--- src/rtl/trisc_datapath.sv ---
// ---------------------------------------------------------------------------
// trisc_datapath
//
// Register-transfer datapath for the TRISC processor. The fetch/decode
// controller drives control strobes into this block. This block applies them
// to the PC, MAR, MDR, IR, ACC and Z registers and to a small program memory.
// It returns the decoded opcode lines (INC/CLR/JMP/ILL) taken from the IR.
//
// Handshake / timing contract:
//   There is no valid/ready handshake here. Every strobe is a single-cycle
//   command. It is sampled at the rising edge of Clock, and its register
//   effect is visible right after that edge (1-cycle latency). All strobes
//   sample the pre-edge register values. Strobes are independent of each
//   other unless a priority is listed below.
//
// Ports:
//   Clock        system clock; all state changes on the rising edge
//   Reset        synchronous, active-high; overrides every strobe and prog_we
//   C0           MAR <= PC
//   C1           PC  <= IR address field (wins over C2)
//   C2           PC  <= PC + 1 (wraps)
//   C3           MDR <= MEM[MAR] (registered read, pre-edge MAR)
//   C4           IR  <= MDR (pre-edge MDR)
//   C7           ACC <= ACC + 1 (wraps)
//   C8           ACC <= 0 (wins over C7)
//   C9           Z   <= (value ACC takes at this edge == 0)
//   prog_we      program-memory write enable
//   prog_addr    program-memory write address
//   prog_data    program-memory write data
//   INC/CLR/JMP  IR opcode equals OPC_INC / OPC_CLR / OPC_JMP
//   ILL          IR opcode matches none of the three
//   pc, acc, ir  architectural register views
//   z            zero flag
// ---------------------------------------------------------------------------
module trisc_datapath #(
    parameter int          DATA_W  = 8,
    parameter int          ADDR_W  = 4,
    parameter logic [3:0]  OPC_INC = 4'h6,
    parameter logic [3:0]  OPC_CLR = 4'h7,
    parameter logic [3:0]  OPC_JMP = 4'h8
) (
    input  logic              Clock,
    input  logic              Reset,
    input  logic              C0,
    input  logic              C1,
    input  logic              C2,
    input  logic              C3,
    input  logic              C4,
    input  logic              C7,
    input  logic              C8,
    input  logic              C9,
    input  logic              prog_we,
    input  logic [ADDR_W-1:0] prog_addr,
    input  logic [DATA_W-1:0] prog_data,
    output logic              INC,
    output logic              CLR,
    output logic              JMP,
    output logic              ILL,
    output logic [ADDR_W-1:0] pc,
    output logic [DATA_W-1:0] acc,
    output logic [DATA_W-1:0] ir,
    output logic              z
);

    localparam int MEM_DEPTH = 2 ** ADDR_W;

    // -----------------------------------------------------------------------
    // State
    // -----------------------------------------------------------------------
    logic [ADDR_W-1:0] pc_q,  pc_d;
    logic [ADDR_W-1:0] mar_q, mar_d;
    logic [DATA_W-1:0] mdr_q, mdr_d;
    logic [DATA_W-1:0] ir_q,  ir_d;
    logic [DATA_W-1:0] acc_q, acc_d;
    logic              z_q,   z_d;

    // Program memory. It is not reset, so its contents survive a processor
    // reset.
    logic [DATA_W-1:0] mem_q [MEM_DEPTH];

    // -----------------------------------------------------------------------
    // Decode: the opcode sits in the top nibble of IR. The address field sits
    // in the low ADDR_W bits. Decode is purely combinational. ILL covers every
    // remaining opcode, so exactly one of the four lines is high at any time.
    // -----------------------------------------------------------------------
    logic [3:0]        opcode;
    logic [ADDR_W-1:0] ir_addr;

    assign opcode  = ir_q[DATA_W-1 -: 4];
    assign ir_addr = ir_q[ADDR_W-1:0];

    always_comb begin
        INC = 1'b0;
        CLR = 1'b0;
        JMP = 1'b0;
        ILL = 1'b0;
        if (opcode == OPC_INC) begin
            INC = 1'b1;
        end else if (opcode == OPC_CLR) begin
            CLR = 1'b1;
        end else if (opcode == OPC_JMP) begin
            JMP = 1'b1;
        end else begin
            ILL = 1'b1;
        end
    end

    // -----------------------------------------------------------------------
    // Next-state logic
    // -----------------------------------------------------------------------

    // PC: a jump beats an increment when both are requested.
    always_comb begin
        pc_d = pc_q;
        if (C1) begin
            pc_d = ir_addr;
        end else if (C2) begin
            pc_d = pc_q + ADDR_W'(1);
        end
    end

    // MAR captures the pre-edge PC, even when the PC is also changing.
    always_comb begin
        mar_d = mar_q;
        if (C0) begin
            mar_d = pc_q;
        end
    end

    // MDR reads the array directly. The read uses the pre-edge MAR and sees
    // the word stored before any write on this same edge (read-before-write).
    always_comb begin
        mdr_d = mdr_q;
        if (C3) begin
            mdr_d = mem_q[mar_q];
        end
    end

    // IR takes the pre-edge MDR. With C3 in the same cycle this forms a
    // two-stage pipe: IR gets the old word while MDR fetches the next one.
    always_comb begin
        ir_d = ir_q;
        if (C4) begin
            ir_d = mdr_q;
        end
    end

    // ACC: a clear beats an increment.
    always_comb begin
        acc_d = acc_q;
        if (C8) begin
            acc_d = '0;
        end else if (C7) begin
            acc_d = acc_q + DATA_W'(1);
        end
    end

    // Z is tested against the value ACC is about to take. That value is the
    // held ACC when neither C7 nor C8 is active.
    always_comb begin
        z_d = z_q;
        if (C9) begin
            z_d = (acc_d == '0);
        end
    end

    // -----------------------------------------------------------------------
    // Registers
    // -----------------------------------------------------------------------
    always_ff @(posedge Clock) begin
        if (Reset) begin
            pc_q  <= '0;
            mar_q <= '0;
            mdr_q <= '0;
            ir_q  <= '0;
            acc_q <= '0;
            z_q   <= 1'b1;
        end else begin
            pc_q  <= pc_d;
            mar_q <= mar_d;
            mdr_q <= mdr_d;
            ir_q  <= ir_d;
            acc_q <= acc_d;
            z_q   <= z_d;
        end
    end

    // Program-memory write port. Reset blocks the write, so a reset taken in
    // the middle of loading a program leaves that word unchanged.
    always_ff @(posedge Clock) begin
        if (prog_we && !Reset) begin
            mem_q[prog_addr] <= prog_data;
        end
    end

    // -----------------------------------------------------------------------
    // Outputs
    // -----------------------------------------------------------------------
    assign pc  = pc_q;
    assign acc = acc_q;
    assign ir  = ir_q;
    assign z   = z_q;

endmodule

--- config.mk ---
export PLATFORM = sky130hd
export DESIGN_NAME = trisc_datapath
export DESIGN_NICKNAME = d
export VERILOG_FILES = /design/src/rtl/trisc_datapath.sv
export SDC_FILE = /design/constraint.sdc
export NUM_CORES = 1
export LEC_CHECK = 0
export ABC_AREA = 1
export ABC_CLOCK_PERIOD_IN_PS = 2300
export CAP_MARGIN = 20
export CORE_ASPECT_RATIO = 1.5
export CORE_MARGIN = 8
export CORE_UTILIZATION = 50
export DETAILED_ROUTE_END_ITERATION = 10
export PLACE_DENSITY = 0.66
export SLEW_MARGIN = 20
export SYNTH_ARGS = -nofsm -noshare
export SYNTH_HDL_FRONTEND = slang
export SYNTH_SLANG_ARGS = --single-unit
--- constraint.sdc ---
create_clock -name Clock -period 2.3 [get_ports Clock]
set_input_delay 0.345 -clock Clock [delete_from_list [all_inputs] [get_ports Clock]]
set_output_delay 0.345 -clock Clock [all_outputs]
set_load 0.005 [all_outputs]
## Word level (Yosys, flattened, before mapping)

Memories as Yosys holds them, arrays and structs flattened. A register that Yosys moved wholly into a read port is not among the register bits.
Cells that the tools add are included.

| cells by class | value |
|---|---|
| add/subtract/negate cells | 2 |
| reduce and logical (&&, ||, !) cells | 4 |
| muxes and demuxes | 15 |
| eq/ne operators | 3 |

Operator list:

| operator | number |
|---|---|
| $mux 8 | 2 |
| $mux 1 | 11 |
| $add 8x1->8 const B | 1 |
| $eq 4x3->1 const B | 2 |
| $logic_not 8->1 | 1 |
| $mux 4 | 2 |
| $add 4x1->4 const B | 1 |
| $eq 4x4->1 const B | 1 |
| $reduce_bool 2->1 | 1 |
| $logic_and 1x1->1 | 1 |
| $logic_not 1->1 | 1 |

| word-level totals | value |
|---|---|
| bits in writable memories | 128 |
| memories | 1 |
| word-level logic and storage cells | 30 |
| output and inout port bits | 25 |
| input port bits | 23 |
| flip-flop bits (word level) | 25 |

Memory list:

| memory | words | bits a word | read ports | clocked after memory_dff | wr ports | RTL line | text |
|---|---|---|---|---|---|---|---|
| mem_q | 16 | 8 | 1 | 1 | 1 | 79 | `logic [DATA_W-1:0] mem_q [MEM_DEPTH];` |

## Logic depth before layout (Yosys ltp)

| logic depth | value |
|---|---|
| depth after elaboration | 4 |
| gate-level depth with buffers | 11 |
| gate-level depth less buffers | 10 |

## Least setup slack after synthesis

No wires, ideal clock.

| path | value |
|---|---|
| kind | input port to flip-flop |
| start | in prog_we |
| end | mem mem_q[10][0] (enable) |
| data arrival time | 1075 ps |
| buffers on the path | 0 |
| data required time | 1930 ps |
| setup time | 370 ps |
| cell stages on the path | 4 |
| path slack | 855 ps |
| cells stage by stage | inv_1 -> nor2_1 -> nand3b_1 -> nor2_1 |

| on the way | value |
|---|---|
| longest elaborated chain between the ends | 3 |

RTL lines:

| item | RTL line | text |
|---|---|---|
| from (decl) | 52 | `input logic prog_we,` |
| $logic_and 1x1->1 | 191 | `if (prog_we && !Reset) begin` |
| $mux 1 | 191 |  |
| $mux 1 (implied by the code) | 192 | `mem_q[prog_addr] <= prog_data;` |
| to (decl) | 79 |  |

No other way between the ends.

## Worst setup path after layout

| path | value |
|---|---|
| start | reg ir_q[4] (netlist: ir[4]) |
| end | out JMP |

| on the way | value |
|---|---|
| longest elaborated chain between the ends | 4 |
| elaborated cells on any way between the ends | 6 |
| classes of those cells | 3 x eq/ne; 3 x mux |

RTL lines:

| item | RTL line | text |
|---|---|---|
| from (decl) | 73 | `logic [DATA_W-1:0] ir_q, ir_d;` |
| from (signal assigned) | 182 | `ir_q <= ir_d;` |
| $eq 4x4->1 | 101 | `end else if (opcode == OPC_JMP) begin` |
| $mux 1 | 101 |  |
| $mux 1 | 99 | `end else if (opcode == OPC_CLR) begin` |
| $mux 1 * | 97 | `if (opcode == OPC_INC) begin` |
| to (decl) | 57 | `output logic JMP,` |

Every way passes the cells marked *; elsewhere a longest branch is shown, timed or not.

==> summary.md <==
| Metric | Value |
|---|---|
| Status | `complete, no violations` |
| Post-Syn Area | `6673 sq um` |
| First-pass GRT wire length | `25.21 mm` |
| Final hold violation count | `0` |
| CTS Buf Count | `17` |
| Ys flop type | `edfxtp_1` |
| DRC viols | `0` |
| # Max-Cap Violations | `0` |
| Crit Path Max Fanout | `5` |
| Critical path class | `reg2out` |
| Worst slack, placed | `0.2923 ns` |
| Die height | `between 150 and 200 microns` |
| Placed wire-length estimate | `10.76 mm` |
| Final setup vio count | `0` |
| Ys async rst share | `0` |
| Cell taking the most area after synthesis | `edfxtp_1` |
| TritonCTS clock tree | `built` |
| Worst setup SP type | `flip-flop` |
| Critical Path RT | `around 2.0 ns` |
| Placeable Area | `13020 sq um` |
| Nets | `738` |
| Worst-margin pin slew | `0.6682 ns` |
| Netlist cell types | `23` |
| Clock Latency Late Sink | `between 0.4 and 0.5 ns` |
| Final WL | `between 15 and 20 mm` |
| P_leak | `~3.1 nW` |
| CTS root buf | `clkbuf_16` |
| Global placer's final weighted congestion | `around 0.84` |
| Synth Area per Inst | `just over 10 sq um` |
| Full die area | `17370 sq um` |
| Diode count | `0` |
| I/O Buffers | `47` |
| Flops & latches, synth | `161` |
| Share of cells above drive strength 1 | `0.08966` |
| Rel. slew slack | `0.5539` |
| TNS Setup | `0 ns` |
| DR iter-0 viols | `341` |
| Die W | `110.3 microns` |
| Max IR drop VDD | `459.2 uV` |
| Cell Count, Final, Fillers Out | `884` |
| Share of the synthesized area in the top cell type | `0.5760` |
| Total gr overflow | `0` |
| WL/cell | `between 15 and 20 microns` |
| Hold crit path type | `reg2reg` |
| Clk sinks | `161` |
| Synth warn | `0` |
| Synthesized net count | `roughly 670` |
| Final period utilization | `0.9056` |
| Starting Density | `0.5126` |
| Fin crit period | `2.083 ns` |
| Sequential fraction of the synthesis area | `0.6750` |
| Clock-pin slew on the worst setup and hold paths | `0.06 ns` |
| Final Skew | `0.008258 ns` |
| Htree depth | `4` |
| Critical path endpoint category | `output pin` |
| Final WS setup | `0.2172 ns` |
| Post-DRT Antenna Nets | `0` |
| CTS resizes | `0` |
| Pin count of the biggest net entering global routing | `65` |
| Vias in the first global route | `4816` |
| Vias per cell | `5.506` |
| Slew Viols, Final | `0` |
| RSZ-0062 raised after global routing | `false` |
| Fillers | `1086` |
| Maximum buffer depth of the clock tree | `2` |
| CP Data Arrival Time | `~1.7 ns` |
| Number of cell rows | `51` |
| Post-placement cell count | `853` |
| Final Power | `0.006430 W` |
| Post-synth EDFFs | `around 130` |
| Fmax achieved | `0.4801 GHz` |
| Initial antenna violation count | `0` |
| Hold_buf cts | `0` |
| Synth Instances | `644` |
| # IOs | `48` |
| Synth area leaders | `edfxtp_1 (58%), nand2_1 (12%), dfxtp_1 (9.9%)` |
| Post-CTS setup buffer count | `0` |
| Via Count | `4867` |
| PwrDens | `810.8 nW/um^2` |
| Syn-to-layout area delta | `18.84%` |
| Gr usage total | `0.1971` |
| Initial DRT Pass Iterations | `5` |
==> cell families (layout without fill, tap and decap cells) <==
logic type                 after synthesis  after routing  synth area share
xor gates and xnor gates                 2              2          0.002626
AOI/OAI and AO/OA                       38             38           0.02907
and+or+nand+nor                        369            369            0.2320
adders and majority gates                2              2          0.003750
DFF                                    161            161            0.6750
buffers and inverters                   72            153           0.05756
==> layout make-up <==
class	count	area [sq um]	area share
Tap cell	159	198.9	0.02509
Sequential cell	161	4506	0.5682
Clock inverter	14	140.1	0.01767
Timing Repair Buffer	80	718.2	0.09056
Multi-Input combinational cell	411	1784	0.2250
Inverter	42	157.7	0.01988
Clock buffer	17	425.4	0.05364
==> power by group <==
part | internal, W | leakage, nW | total [W] | switching [W]
registers | 0.00320 | 1.42 | 0.00323 | 0.0000356
logic | 0.000176 | 1.38 | 0.000486 | 0.000310
clock network | 0.00158 | 0.262 | 0.00271 | 0.00113
total | 0.00496 | 3.06 | 0.00643 | 0.00147
==> per-layer routing <==
metal	vias up	track usage	wire length [microns]
li1	2318	-	-
met1	2285	0.2104	5850
met2	223	0.3582	8682
met3	41	0.04216	1130
met4	0	0.08413	453
met5	-	0	0
==> critical path: stages, from the launching register on <==
cell and delay [ns]:
dfxtp_1 0.34, nor4_1 0.40, clkdlybuf4s50_1 0.59
==> placed cells by master (no fill, tap or decap), types with 17 or more instances in the layout <==
cell             synthesis  final
clkbuf_16                0     17
dfxtp_1                 33     32
clkdlybuf4s50_1          0     47
buf_4                    0     33
inv_1                   38     38
a21oi_1                 24     24
nand3_1                115    115
nor2_1                  40     40
edfxtp_1               128    128
nand2_1                206    206
==> state kept, by name, summed over array words and instances, names as in the netlist <==
| name | flops |
|---|---|
| z | 1 |
| acc | 8 |
| mdr_q | 8 |
| mar_q | 4 |
| pc | 4 |
| mem_q | 128 |
| ir | 8 |
==> synthesized netlist by cell type (all sizes together), types with 2 or more instances <==
cell type  instances
nand3            115
a21oi             24
o21ai             12
ha                 2
nand2            206
nor3               3
buf               26
edfxtp           128
clkbuf             4
nand3b             2
inv               41
nor2              41
dfxtp             33
==> through the flow <==
| step | utilization | area (sq um) | hold WS, ns |
|---|---|---|---|
| after detailed placement | 0.5657 | 7365 | 0.4461 |
| after floorplan | - | 6673 | 0.4340 |
| after global placement | 0.5657 | 7365 | 0.4427 |
| after global routing | 0.6092 | 7930 | 0.4836 |
| after CTS | 0.6092 | 7930 | 0.4556 |
| final | 0.6092 | 7930 | 0.4535 |
==> path summary, 6_finish.rpt <==
check	start	endpoint	slack [ns]	depth (start not counted)
max	ir[4]	JMP	0.22	2
min	mdr_q[6]	ir[6]	0.45	2
max reg2reg	mar_q[0]	mdr_q[7]	0.54	10
min reg2reg	mdr_q[6]	ir[6]	0.45	2
Power figures use the tool's default switching activity.
